### src/rtl/seg_scan_driver_if.sv
`default_nettype none
// ============================================================================
// Module   : seg_scan_driver_if
// Purpose  : MMIO digit-write bus and 7-segment pin bundle for seg_scan_driver.
// Revision : 1.0  initial release
// ============================================================================
interface seg_scan_driver_if;
   logic        digwrite;
   logic        digcs;
   logic [31:0] bcd_in;
   logic [7:0]  seg_out;
   logic [7:0]  seg_en;

   modport master (
      output digwrite, digcs, bcd_in,
      input  seg_out, seg_en
   );

   modport slave (
      input  digwrite, digcs, bcd_in,
      output seg_out, seg_en
   );
endinterface
`default_nettype wire

### src/rtl/seg_scan_driver.sv
`default_nettype none
// ============================================================================
// Module   : seg_scan_driver
// Purpose  : Latches a packed 8-digit BCD word and scans it onto an active-low
//            common 7-segment bus. Optional macro: LEADING_ZERO_BLANK_EN.
// Revision : 1.0  initial release
// ============================================================================
module seg_scan_driver #(
   parameter int SCAN_DIV = 100000,
   parameter int CNT_W    = 17
) (
   input  wire logic         clk,
   input  wire logic         rst,
   seg_scan_driver_if.slave  bus
);

   localparam logic [CNT_W-1:0] c_PRESC_MAX = CNT_W'(SCAN_DIV - 1);

   logic [31:0]      r_disp;
   logic [CNT_W-1:0] r_presc;
   logic [2:0]       r_idx;
   logic [7:0]       r_seg_en;
   logic [7:0]       r_seg_out;

   logic             w_tick;
   logic [2:0]       w_next_idx;
   logic [31:0]      w_shifted;
   logic [3:0]       w_digit;
   logic [6:0]       w_seg;

   function automatic logic [6:0] dec(input logic [3:0] v);
      case (v)
         4'd0:    dec = 7'b1000000;
         4'd1:    dec = 7'b1111001;
         4'd2:    dec = 7'b0100100;
         4'd3:    dec = 7'b0110000;
         4'd4:    dec = 7'b0011001;
         4'd5:    dec = 7'b0010010;
         4'd6:    dec = 7'b0000010;
         4'd7:    dec = 7'b1111000;
         4'd8:    dec = 7'b0000000;
         4'd9:    dec = 7'b0010000;
         default: dec = 7'b0111111;
      endcase
   endfunction

   assign w_tick     = (r_presc == c_PRESC_MAX);
   assign w_next_idx = r_idx + 3'd1;
   // Upper digits shifted down so bits [3:0] hold the digit being lit next.
   assign w_shifted  = r_disp >> {w_next_idx, 2'b00};
   assign w_digit    = w_shifted[3:0];

`ifdef LEADING_ZERO_BLANK_EN
   logic w_blank;
   assign w_blank = (w_next_idx != 3'd0) && (w_shifted == 32'h0);

   always_comb begin
      w_seg = dec(w_digit);
      if (w_blank) begin
         w_seg = 7'h7F;
      end
   end
`else
   always_comb begin
      w_seg = dec(w_digit);
   end
`endif

   always_ff @(posedge clk) begin
      if (rst) begin
         r_disp    <= 32'h0;
         r_presc   <= '0;
         r_idx     <= 3'd7;
         r_seg_en  <= 8'hFF;
         r_seg_out <= 8'hFF;
      end else begin
         if (bus.digcs && bus.digwrite) begin
            r_disp <= bus.bcd_in;
         end
         if (w_tick) begin
            r_presc   <= '0;
            r_idx     <= w_next_idx;
            r_seg_en  <= ~(8'b1 << w_next_idx);
            r_seg_out <= {1'b1, w_seg};
         end else begin
            r_presc <= r_presc + CNT_W'(1);
         end
      end
   end

   assign bus.seg_en  = r_seg_en;
   assign bus.seg_out = r_seg_out;

endmodule
`default_nettype wire

### src/flat_wrapper.sv
// flat-port wrapper written by rule: the top's interface ports become plain ports
module seg_scan_driver_flat 
#(
   parameter int SCAN_DIV = 100000,
   parameter int CNT_W    = 17
)
  (clk, rst, bus_digwrite, bus_digcs, bus_bcd_in, bus_seg_out, bus_seg_en);
  seg_scan_driver_if bus_i ();
  input  wire logic clk;
  input  wire logic rst;
  input wire logic [$bits(bus_i.digwrite)-1:0] bus_digwrite;
  input wire logic [$bits(bus_i.digcs)-1:0] bus_digcs;
  input wire logic [$bits(bus_i.bcd_in)-1:0] bus_bcd_in;
  output wire logic [$bits(bus_i.seg_out)-1:0] bus_seg_out;
  output wire logic [$bits(bus_i.seg_en)-1:0] bus_seg_en;
  assign bus_i.digwrite = bus_digwrite;
  assign bus_i.digcs = bus_digcs;
  assign bus_i.bcd_in = bus_bcd_in;
  assign bus_seg_out = bus_i.seg_out;
  assign bus_seg_en = bus_i.seg_en;
  seg_scan_driver #(.SCAN_DIV(SCAN_DIV), .CNT_W(CNT_W)) u_core (.clk(clk), .rst(rst), .bus(bus_i));
endmodule
### config.mk
export PLATFORM = sky130hd
export DESIGN_NAME = seg_scan_driver_flat
export DESIGN_NICKNAME = d
export VERILOG_FILES = /design/src/rtl/seg_scan_driver_if.sv /design/src/rtl/seg_scan_driver.sv /design/src/flat_wrapper.sv
export SDC_FILE = /design/constraint.sdc
export NUM_CORES = 1
export LEC_CHECK = 0
export CAP_MARGIN = 15
export CORE_ASPECT_RATIO = 1.5
export CORE_MARGIN = 5
export CORE_UTILIZATION = 30
export CTS_CLUSTER_DIAMETER = 60
export DETAILED_ROUTE_END_ITERATION = 8
export GPL_ROUTABILITY_DRIVEN = 0
export HOLD_SLACK_MARGIN = 0.05
export PLACE_DENSITY = 0.55
export SLEW_MARGIN = 0
export SYNTH_ARGS = -nofsm -noshare
export SYNTH_HDL_FRONTEND = slang
export SYNTH_SLANG_ARGS = --single-unit
export TNS_END_PERCENT = 20
### constraint.sdc
create_clock -name clk -period 5.6 [get_ports clk]
set_clock_uncertainty 0.05 [all_clocks]
set_input_delay 1.12 -clock clk [delete_from_list [all_inputs] [get_ports clk]]
set_output_delay 1.12 -clock clk [all_outputs]
set_load 0.02 [all_outputs]
==> run metrics, run 1 <==
status=finished, final reports clean; antenna viol nets, final=0; area occupied by multi-input gates=1550 µm²; Port Buffers=50; Syn Nets=394; crit-path max FO=15; largest net degree at the start of global routing=39; dpl hpwl=5.18 mm; top sig layer=met4; flop2flop setup slack=2.32 ns; critical path's largest stage delay=0.82 ns; crit path kind=flop to flop; crit path cell chain=inv_1 -> ha_1 -> mux4_2 -> mux2i_4 -> inv_1 -> ha_1 -> nor2_1 -> a2111oi_2 -> nor3_1; Pins Over Slew Limit=0; total grt overflow=0; initial antenna violation count=0; static leakage=1.43 nW; Post-synth EDFFs=0; Ant. Diodes=0; CTS tree=done; final setup vio count=0; Num CTS Buffers=9; met2 wire len=3.68 mm; DR WL met3=292 µm; post-CTS setup repair buffer count=0; Avg Cell Area, Syn=8.76 µm²; CTS max path bufs=2; Tot Pwr=1.13 mW; CP Data Required Time=5.80 ns; Final #Nets=434; Skew-Pair Late Insertion Delay=0.33 ns; Worst Hold Launch=u_core.r_presc[0]$_SDFF_PP0_; die height=133 µm; first-pass GRT wire length=11.6 mm; # resized after CTS=0; Die Wd=92.1 µm; IO Pins=52; CP startpoint kind=flop; vias per cell=4.75; Period Utilization, post-route=58.6%; CP Capture Type=flop; Slew headroom=32.1%; YS warnings=0; first drt pass iteration count=4; # fillers=1073; Syn-to-layout area delta=27.8%; setup tns final=0 ns; fmax=305 MHz; placement row count=45; CTS Root Cell=clkbuf_16; Final Hold Viols=0; HP Class=flop to flop; Main synth FF type=dfxtp_1; initial core utilization=30.2%; fraction of layout cells with a size suffix above 1=7.93%; DP Cell Count=492; die area=12300 µm²; RR Startpoint=u_core.r_idx[0]$_SDFFE_PP1N_; CP max-delay cell=ha_1; clock sinks=67; number of max-cap violations=0; Power Density=292 nW/µm²; number of synthesized register bits=67; H-Tree Depth=3; sequential cell area fraction in the yosys report=44.3%; Layout Cells excl Fill=508; Netlist cell types=38; area of the mapped netlist=3030 µm²; initial DRC count=59; Metal-1 WL=2.90 mm; Max VDD drop=0.000147 V; Post-Syn Instances=346; Final Critical Period=3.28 ns; DRC viols=0; crit path launch=u_core.r_idx[0]$_SDFFE_PP1N_; CP arrival=3.48 ns; # hold bufs at CTS=0; total track usage=11.9%; ys async rst share=0%; Routed wire per std cell=13.7 µm; register area=1340 µm²; Worst Max-Slew Pin Slew=1.02 ns; Vias=2411; vias in the first global route=2438; WL final=6.98 mm; unrepaired setup endpoints after global routing=false; core area=10000 µm²; Reg clk slew, reported paths=0.06 ns
flip-flops by register name, indices dropped and copies added, names as in the netlist:
register            count
u_core.bus.seg_en       8
u_core.r_idx            3
u_core.r_presc         17
u_core.bus.seg_out      7
u_core.r_disp          32
where the power goes:
part / internal, mW / switching (mW)
registers: 0.489 / 0.00745
logic: 0.0366 / 0.0338
clock network: 0.358 / 0.206
total: 0.884 / 0.248
cell families after synthesis:
family	count (synthesis)	synth area share, %
other cells	1	0.124
buf+inv	27	4.50
compound gates	57	10.4
xor+xnor	16	5.12
flops	67	44.3
simple gates	146	21.6
mux	20	9.08
fa+ha+maj	12	4.95
worst paths after layout:
check	end	cells after the start
max	u_core.bus.seg_out[4]$_SDFFE_PP1N_	9
min	u_core.r_presc[0]$_SDFF_PP0_	1
max reg2reg	u_core.bus.seg_out[4]$_SDFFE_PP1N_	9
min reg2reg	u_core.r_presc[0]$_SDFF_PP0_	1
through the flow:
step           instance area (µm²)  util [%]  hold slack, ns  setup slack [ns]
6_report                      3870      38.6           0.404              2.32
5_1_grt                       3870      38.6           0.426              2.10
4_1_cts                       3870      38.6           0.406              2.29
3_5_place_dp                  3570      35.6           0.387              2.34
3_3_place_gp                  3570      35.6           0.380              2.47
2_1_floorplan                 3030         -           0.368              2.89
cell usage in the layout, fill, tap and decap left out, types with 2 or more instances in the layout:
cell type	n
nand2_1	88
dfxtp_1	67
clkdlybuf4s50_1	50
a21oi_1	37
nor2_1	18
mux2i_1	14
nand3_1	13
o21ai_0	12
ha_1	12
xor2_1	9
clkbuf_16	9
nand4_1	6
mux4_2	5
xnor2_1	5
o211ai_1	5
inv_1	4
and3_1	4
nor3_1	3
and4_1	2
nor4bb_1	2
nor4b_1	2
or3_1	2
clkinvlp_4	2
clkinv_4	2
layout make-up:
| class | count | share of cell area, % |
|---|---|---|
| Tap cell | 117 | 3.78 |
| Clock buffer | 11 | 6.27 |
| Timing Repair Buffer | 51 | 13.1 |
| Inverter | 5 | 0.485 |
| Sequential cell | 67 | 34.6 |
| Clock inverter | 5 | 1.62 |
| Multi-Input combinational cell | 252 | 40.1 |
worst max-delay path: cells and delay by family, from the launching register on:
family	cells	cell delay, ns
flip-flops	1	0.49
adder cells (fa/ha/maj)	2	1.06
AO/OA/AOI/OAI	1	0.06
multiplexers	2	0.88
buffers and inverters	2	0.32
AND/OR/NAND/NOR	2	0.33
per-layer routing:
| layer | global-route usage, % | vias to the layer above |
|---|---|---|
| li1 | - | 1248 |
| met1 | 12.7 | 1114 |
| met2 | 21.7 | 41 |
| met3 | 3.50 | 8 |
| met4 | 4.96 | 0 |
| met5 | 0 | - |
synth_stat cells, types with 2 or more instances:
| master | number | area [µm²] |
|---|---|---|
| or3_1 | 2 | 12.5 |
| nand3_1 | 13 | 65.1 |
| mux2i_1 | 14 | 140 |
| ha_1 | 12 | 150 |
| nand2_1 | 88 | 330 |
| nand4_1 | 6 | 37.5 |
| buf_6 | 3 | 33.8 |
| xor2_1 | 9 | 78.8 |
| dfxtp_1 | 67 | 1340 |
| o211ai_1 | 5 | 37.5 |
| nor4b_1 | 2 | 17.5 |
| inv_1 | 4 | 15.0 |
| and4_1 | 2 | 17.5 |
| and3_1 | 4 | 25.0 |
| o21ai_0 | 12 | 60.1 |
| buf_2 | 4 | 20.0 |
| nor2_1 | 18 | 67.6 |
| nor3_1 | 3 | 15.0 |
| buf_4 | 2 | 15.0 |
| xnor2_1 | 5 | 43.8 |
| a21oi_1 | 37 | 185 |
| clkbuf_1 | 13 | 48.8 |
| mux4_2 | 5 | 113 |
| nor4bb_1 | 2 | 20.0 |
No activity file was read; power rests on OpenSTA's default activity.
==> run 2: changes to the inputs <==
--- a/config.mk
+++ b/config.mk
@@ -13,7 +13,7 @@
 export DETAILED_ROUTE_END_ITERATION = 8
 export GPL_ROUTABILITY_DRIVEN = 0
 export HOLD_SLACK_MARGIN = 0.05
-export PLACE_DENSITY = 0.55
+export PLACE_DENSITY = 0.57
 export SLEW_MARGIN = 0
 export SYNTH_ARGS = -nofsm -noshare
 export SYNTH_HDL_FRONTEND = slang
==> constraint.sdc (replaced) <==
create_clock -name clk -period 2.75 [get_ports clk]
set_clock_uncertainty 0.05 [all_clocks]
set_input_delay 0.55 -clock clk [delete_from_list [all_inputs] [get_ports clk]]
set_output_delay 0.55 -clock clk [all_outputs]
set_load 0.02 [all_outputs]
==> run metrics, run 2 (same netlist as run 1, synthesis figures left out) <==
CP startpoint kind=flop (unchanged); core area=10000 µm² (unchanged); status=finished, final reports clean (unchanged); Final Critical Period=2.54 ns (was 3.28 ns); fmax=393 MHz (was 305 MHz); H-Tree Depth=3 (unchanged); vias per cell=4.69 (was 4.75); post-CTS setup repair buffer count=0 (unchanged); Cell Area, Placed=3620 µm² (was 3570 µm²); initial core utilization=30.2% (unchanged); largest net degree at the start of global routing=38 (was 39); Max VDD drop=0.000303 V (was 0.000147 V); setup tns final=0 ns (unchanged); crit path kind=flop to flop (unchanged); static leakage=1.47 nW (was 1.43 nW); number of max-cap violations=0 (unchanged); CTS max path bufs=2 (unchanged); die height=133 µm (unchanged); initial antenna violation count=0 (unchanged); Ant. Diodes=0 (unchanged); placement row count=45 (unchanged); CTS Root Cell=clkbuf_16 (unchanged); # resized after CTS=0 (unchanged); Vias=2415 (was 2411); first drt pass iteration count=4 (unchanged); most common cell after layout, fill and taps aside=nand2_1 (unchanged); # fillers=1036 (was 1073); clock sinks=67 (unchanged); Setup WS post-layout=0.209 ns (was 2.32 ns); Num CTS Buffers=9 (unchanged); max FFs per register=32 (unchanged); hold_ws=0.400 ns (was 0.404 ns); Skew-Pair Late Insertion Delay=0.33 ns (about the same); CTS tree=done (unchanged); Port Buffers=50 (unchanged); antenna viol nets, final=0 (unchanged); total track usage=11.8% (was 11.9%); DRC viols=0 (unchanged); FF-to-FF path depth=9 (unchanged); # hold bufs at CTS=0 (unchanged); first-pass GRT wire length=11.3 mm (was 11.6 mm); WL final=6.65 mm (was 6.98 mm); Slew headroom=62.0% (was 32.1%); Syn-to-layout area delta=29.2% (was 27.8%); initial DRC count=87 (was 59); final setup vio count=0 (unchanged); design area=3920 µm² (was 3870 µm²); die area=12300 µm² (unchanged); IO Pins=52 (unchanged); HP Class=flop to flop (unchanged); Pins Over Slew Limit=0 (unchanged); hold path depth=1 (unchanged); Worst Max-Slew Pin Slew=0.568 ns (was 1.02 ns); Setup WS pre-CTS=0.208 ns (was 2.34 ns); CP arrival=2.75 ns (was 3.48 ns); Final Hold Viols=0 (unchanged); Routed wire per std cell=12.9 µm (was 13.7 µm); dpl hpwl=5.04 mm (was 5.18 mm); crit-path max FO=6 (was 15); Reg clk slew, reported paths=0.05 ns (was 0.06 ns); most frequent cells in the layout=88 x nand2_1, 67 x dfxtp_1, 50 x clkdlybuf4s50_1, 37 x a21oi_1, 18 x nor2_1 (unchanged); Period Utilization, post-route=92.4% (was 58.6%); CP Data Required Time=2.96 ns (was 5.80 ns); Die Wd=92.1 µm (unchanged); total grt overflow=0 (unchanged); Power Density=583 nW/µm² (was 292 nW/µm²); Largest Register=u_core.r_disp (unchanged); Util after Layout=39.1% (was 38.6%); unrepaired setup endpoints after global routing=false (unchanged); fraction of layout cells with a size suffix above 1=9.30% (was 7.93%); vias in the first global route=2395 (was 2438); CP Capture Type=flop (unchanged); Final #Nets=441 (was 434)
-- run 2: cell types whose count changed in the layout (fill, tap and decap cells not counted) --
cell,before,now
clkinv_2,0,1
clkinv_4,2,0
clkbuf_1,1,2
buf_4,1,8
-- run 2: where the power goes --
| group | internal, mW | leakage (nW) | switching [mW] |
|---|---|---|---|
| Clock | 0.724 | 0.139 | 0.402 |
| Combinational | 0.0762 | 0.783 | 0.0671 |
| Sequential | 0.997 | 0.545 | 0.0160 |
-- run 2: through the flow --
stage	power [mW]	cells
after floorplan	1.11	346
after global placement	1.18	499
after detailed placement	1.18	499
after CTS	2.32	515
after global routing	2.38	515
final	2.28	515
-- run 2: final cells by class --
class                   instances  area (µm²)  area share (%)
clock buffers                  12         246            6.29
clock inverters                 4        50.0            1.28
inverters                       5        18.8           0.479
multi-input cells             252        1550            39.6
flip-flops and latches         67        1340            34.2
well taps                     117         146            3.74
repair buffers                 58         561            14.3
-- run 2: layer usage --
metal / GRT usage [%] / vias up / wire length [µm]
li1: - / 1267 / -
met1: 12.8 / 1079 / 2770
met2: 20.4 / 54 / 3380
met3: 3.50 / 15 / 305
met4: 6.12 / 0 / 199
met5: 0 / - / 0
-- run 2: worst max-delay path, cell delays in order (launching register included) --
cell	delay, ns
dfxtp_1	0.37
inv_1	0.09
ha_1	0.42
mux4_2	0.56
mux2i_4	0.26
inv_1	0.12
ha_1	0.23
nor2_1	0.14
a2111oi_2	0.06
nor3_1	0.18
-- run 2: final timing paths --
kind                           startpoint                            endpoint  slack (ns)
max          u_core.r_idx[1]$_SDFFE_PP1N_  u_core.bus.seg_out[4]$_SDFFE_PP1N_        0.21
min          u_core.r_presc[0]$_SDFF_PP0_        u_core.r_presc[0]$_SDFF_PP0_        0.40
min reg2reg  u_core.r_presc[0]$_SDFF_PP0_        u_core.r_presc[0]$_SDFF_PP0_        0.40
max reg2reg  u_core.r_idx[1]$_SDFFE_PP1N_  u_core.bus.seg_out[4]$_SDFFE_PP1N_        0.21
==> run 3: changes to the inputs <==
--- a/config.mk
+++ b/config.mk
@@ -7,12 +7,13 @@
 export LEC_CHECK = 0
 export CAP_MARGIN = 15
 export CORE_ASPECT_RATIO = 1.5
-export CORE_MARGIN = 5
+export CORE_MARGIN = 4
 export CORE_UTILIZATION = 30
 export CTS_CLUSTER_DIAMETER = 60
 export DETAILED_ROUTE_END_ITERATION = 8
 export GPL_ROUTABILITY_DRIVEN = 0
 export HOLD_SLACK_MARGIN = 0.05
+export MAX_ROUTING_LAYER = met4
 export PLACE_DENSITY = 0.57
 export SLEW_MARGIN = 0
 export SYNTH_ARGS = -nofsm -noshare
==> run metrics, run 3 (same netlist as run 1, synthesis figures left out) <==
Worst Hold Launch=u_core.r_presc[0]$_SDFF_PP0_ (unchanged); crit path launch=u_core.r_idx[0]$_SDFFE_PP1N_ (was u_core.r_idx[1]$_SDFFE_PP1N_); CP Data Required Time=2.96 ns (about the same); crit-path most repeated cell=inv_1; static leakage=1.48 nW (was 1.47 nW); HP Class=flop to flop (unchanged); total track usage=12.7% (was 11.8%); first-pass GRT wire length=11.3 mm (about the same); die height=131 µm (was 133 µm); setup tns final=0 ns (unchanged); Largest Register=u_core.r_disp (unchanged); CP max-delay cell=mux4_2 (unchanged); CP Capture Type=flop (unchanged); DR WL met3=286 µm (was 305 µm); vias in the first global route=2460 (was 2395); most common cell after layout, fill and taps aside=nand2_1 (unchanged); Port Buffers=50 (unchanged); Power Density=605 nW/µm² (was 583 nW/µm²); Die Wd=90.1 µm (was 92.1 µm); number of max-cap violations=0 (unchanged); antenna viol nets, final=0 (unchanged); initial core utilization=30.9% (was 30.2%); Util after Layout=40.1% (was 39.1%); Num CTS Buffers=9 (unchanged); total grt overflow=0 (unchanged); Skew-Pair Late Insertion Delay=0.33 ns (about the same); crit path cell chain=inv_1 -> ha_2 -> mux4_2 -> mux2i_4 -> inv_1 -> ha_1 -> nor2_1 -> a2111oi_2 -> nor3_1 (was inv_1 -> ha_1 -> mux4_2 -> mux2i_4 -> inv_1 -> ha_1 -> nor2_1 -> a2111oi_2 -> nor3_1); met2 wire len=3.48 mm (was 3.38 mm); IO Pins=52 (unchanged); Metal-1 WL=2.83 mm (was 2.77 mm); fraction of layout cells with a size suffix above 1=9.32% (was 9.30%); Reg clk slew, reported paths=0.05 ns (about the same); CTS tree=done (unchanged); max FFs per register=32 (unchanged); largest net degree at the start of global routing=38 (unchanged); crit-path max FO=6 (unchanged); fmax=395 MHz (was 393 MHz); Pins Over Slew Limit=0 (unchanged); design area=3930 µm² (was 3920 µm²); Routed wire per std cell=13.2 µm (was 12.9 µm); unrepaired setup endpoints after global routing=false (unchanged); CTS Root Cell=clkbuf_16 (unchanged); status=finished, final reports clean (unchanged); final setup vio count=0 (unchanged); crit path kind=flop to flop (unchanged); Max VDD drop=0.000316 V (was 0.000303 V); Ant. Diodes=0 (unchanged); dpl hpwl=5.08 mm (was 5.04 mm); Final Hold Viols=0 (unchanged); CP startpoint kind=flop (unchanged); vias per cell=4.79 (was 4.69); clock sinks=67 (unchanged); Final Critical Period=2.53 ns (was 2.54 ns); initial antenna violation count=0 (unchanged); CP arrival=2.74 ns (was 2.75 ns); Worst Max-Slew Pin Slew=0.561 ns (was 0.568 ns); core area=9800 µm² (was 10000 µm²); top sig layer=met4 (unchanged); Period Utilization, post-route=92.1% (was 92.4%); DRC viols=0 (unchanged); Syn-to-layout area delta=29.8% (was 29.2%); Final #Nets=440 (was 441); Vias=2453 (was 2415); RR Startpoint=u_core.r_idx[0]$_SDFFE_PP1N_ (was u_core.r_idx[1]$_SDFFE_PP1N_); CTS max path bufs=2 (unchanged); Slew headroom=62.5% (was 62.0%); initial DRC count=105 (was 87); critical path's largest stage delay=0.54 ns (was 0.56 ns); die area=11800 µm² (was 12300 µm²); placement row count=44 (was 45); most frequent cells in the layout=88 x nand2_1, 67 x dfxtp_1, 50 x clkdlybuf4s50_1, 37 x a21oi_1, 18 x nor2_1 (unchanged); Cell Area, Placed=3610 µm² (was 3620 µm²); first drt pass iteration count=4 (unchanged); WL final=6.76 mm (was 6.65 mm); H-Tree Depth=3 (unchanged)
-- run 3: cell count changes in the layout (fill, tap and decap cells not counted), sizes merged --
cell | before | now
buf | 8 | 7
bufinv | 1 | 2
clkinvlp | 2 | 0
clkinv | 1 | 2
-- run 3: per-stage QoR --
| stage | instances | hold slack, ns | power, mW | worst slack [ns] |
|---|---|---|---|---|
| finish | 512 | 0.401 | 2.38 | 0.216 |
| global placement | 496 | 0.379 | 1.18 | 0.251 |
| global route | 512 | 0.430 | 2.47 | 0.0337 |
| floorplan | 346 | 0.368 | 1.11 | 0.0421 |
| detailed placement | 496 | 0.397 | 1.18 | 0.170 |
| CTS | 512 | 0.404 | 2.41 | 0.155 |
-- run 3: where the power goes --
| group | internal (mW) | switching [mW] | total [mW] |
|---|---|---|---|
| combinational | 0.0761 | 0.0677 | 0.144 |
| clock | 0.818 | 0.405 | 1.22 |
| sequential | 0.997 | 0.0168 | 1.01 |
| total | 1.89 | 0.490 | 2.38 |
-- run 3: critical path, delay by kind of cell (launching register included) --
kind	cells	cell delay, ns
AND/OR/NAND/NOR	2	0.32
flip-flops	1	0.40
adder cells (fa/ha/maj)	2	0.63
multiplexers	2	0.79
buffers and inverters	2	0.20
AO/OA/AOI/OAI	1	0.06
-- run 3: per-layer routing --
metal / global-route usage [%] / vias up
li1: - / 1257
met1: 12.8 / 1131
met3: 3.31 / 13
met5: - / -
met4: 7.21 / 0
met2: 22.4 / 52
-- run 3: repair_timing --
action | 4_1_cts | 5_1_grt
resized for setup | 0 | 1
endpoints found under the setup margin | 0 | 2
hold buffers | 0 | 0
buffers inserted | 0 | 0
-- run 3: layout make-up --
class,instances,area [µm²]
inverters,5,18.8
fillers,1035,5870
repair buffers,57,553
multi-input cells,252,1560
clock buffers,12,246
clock inverters,4,73.8
flip-flops and latches,67,1340
well taps,115,144
-- run 3: path summary, 6_finish.rpt --
check / depth (start not counted) / endpoint / slack [ns]
min: 1 / u_core.r_presc[0]$_SDFF_PP0_ / 0.40
max reg2reg: 9 / u_core.bus.seg_out[4]$_SDFFE_PP1N_ / 0.22
min reg2reg: 1 / u_core.r_presc[0]$_SDFF_PP0_ / 0.40
max: 9 / u_core.bus.seg_out[4]$_SDFFE_PP1N_ / 0.22
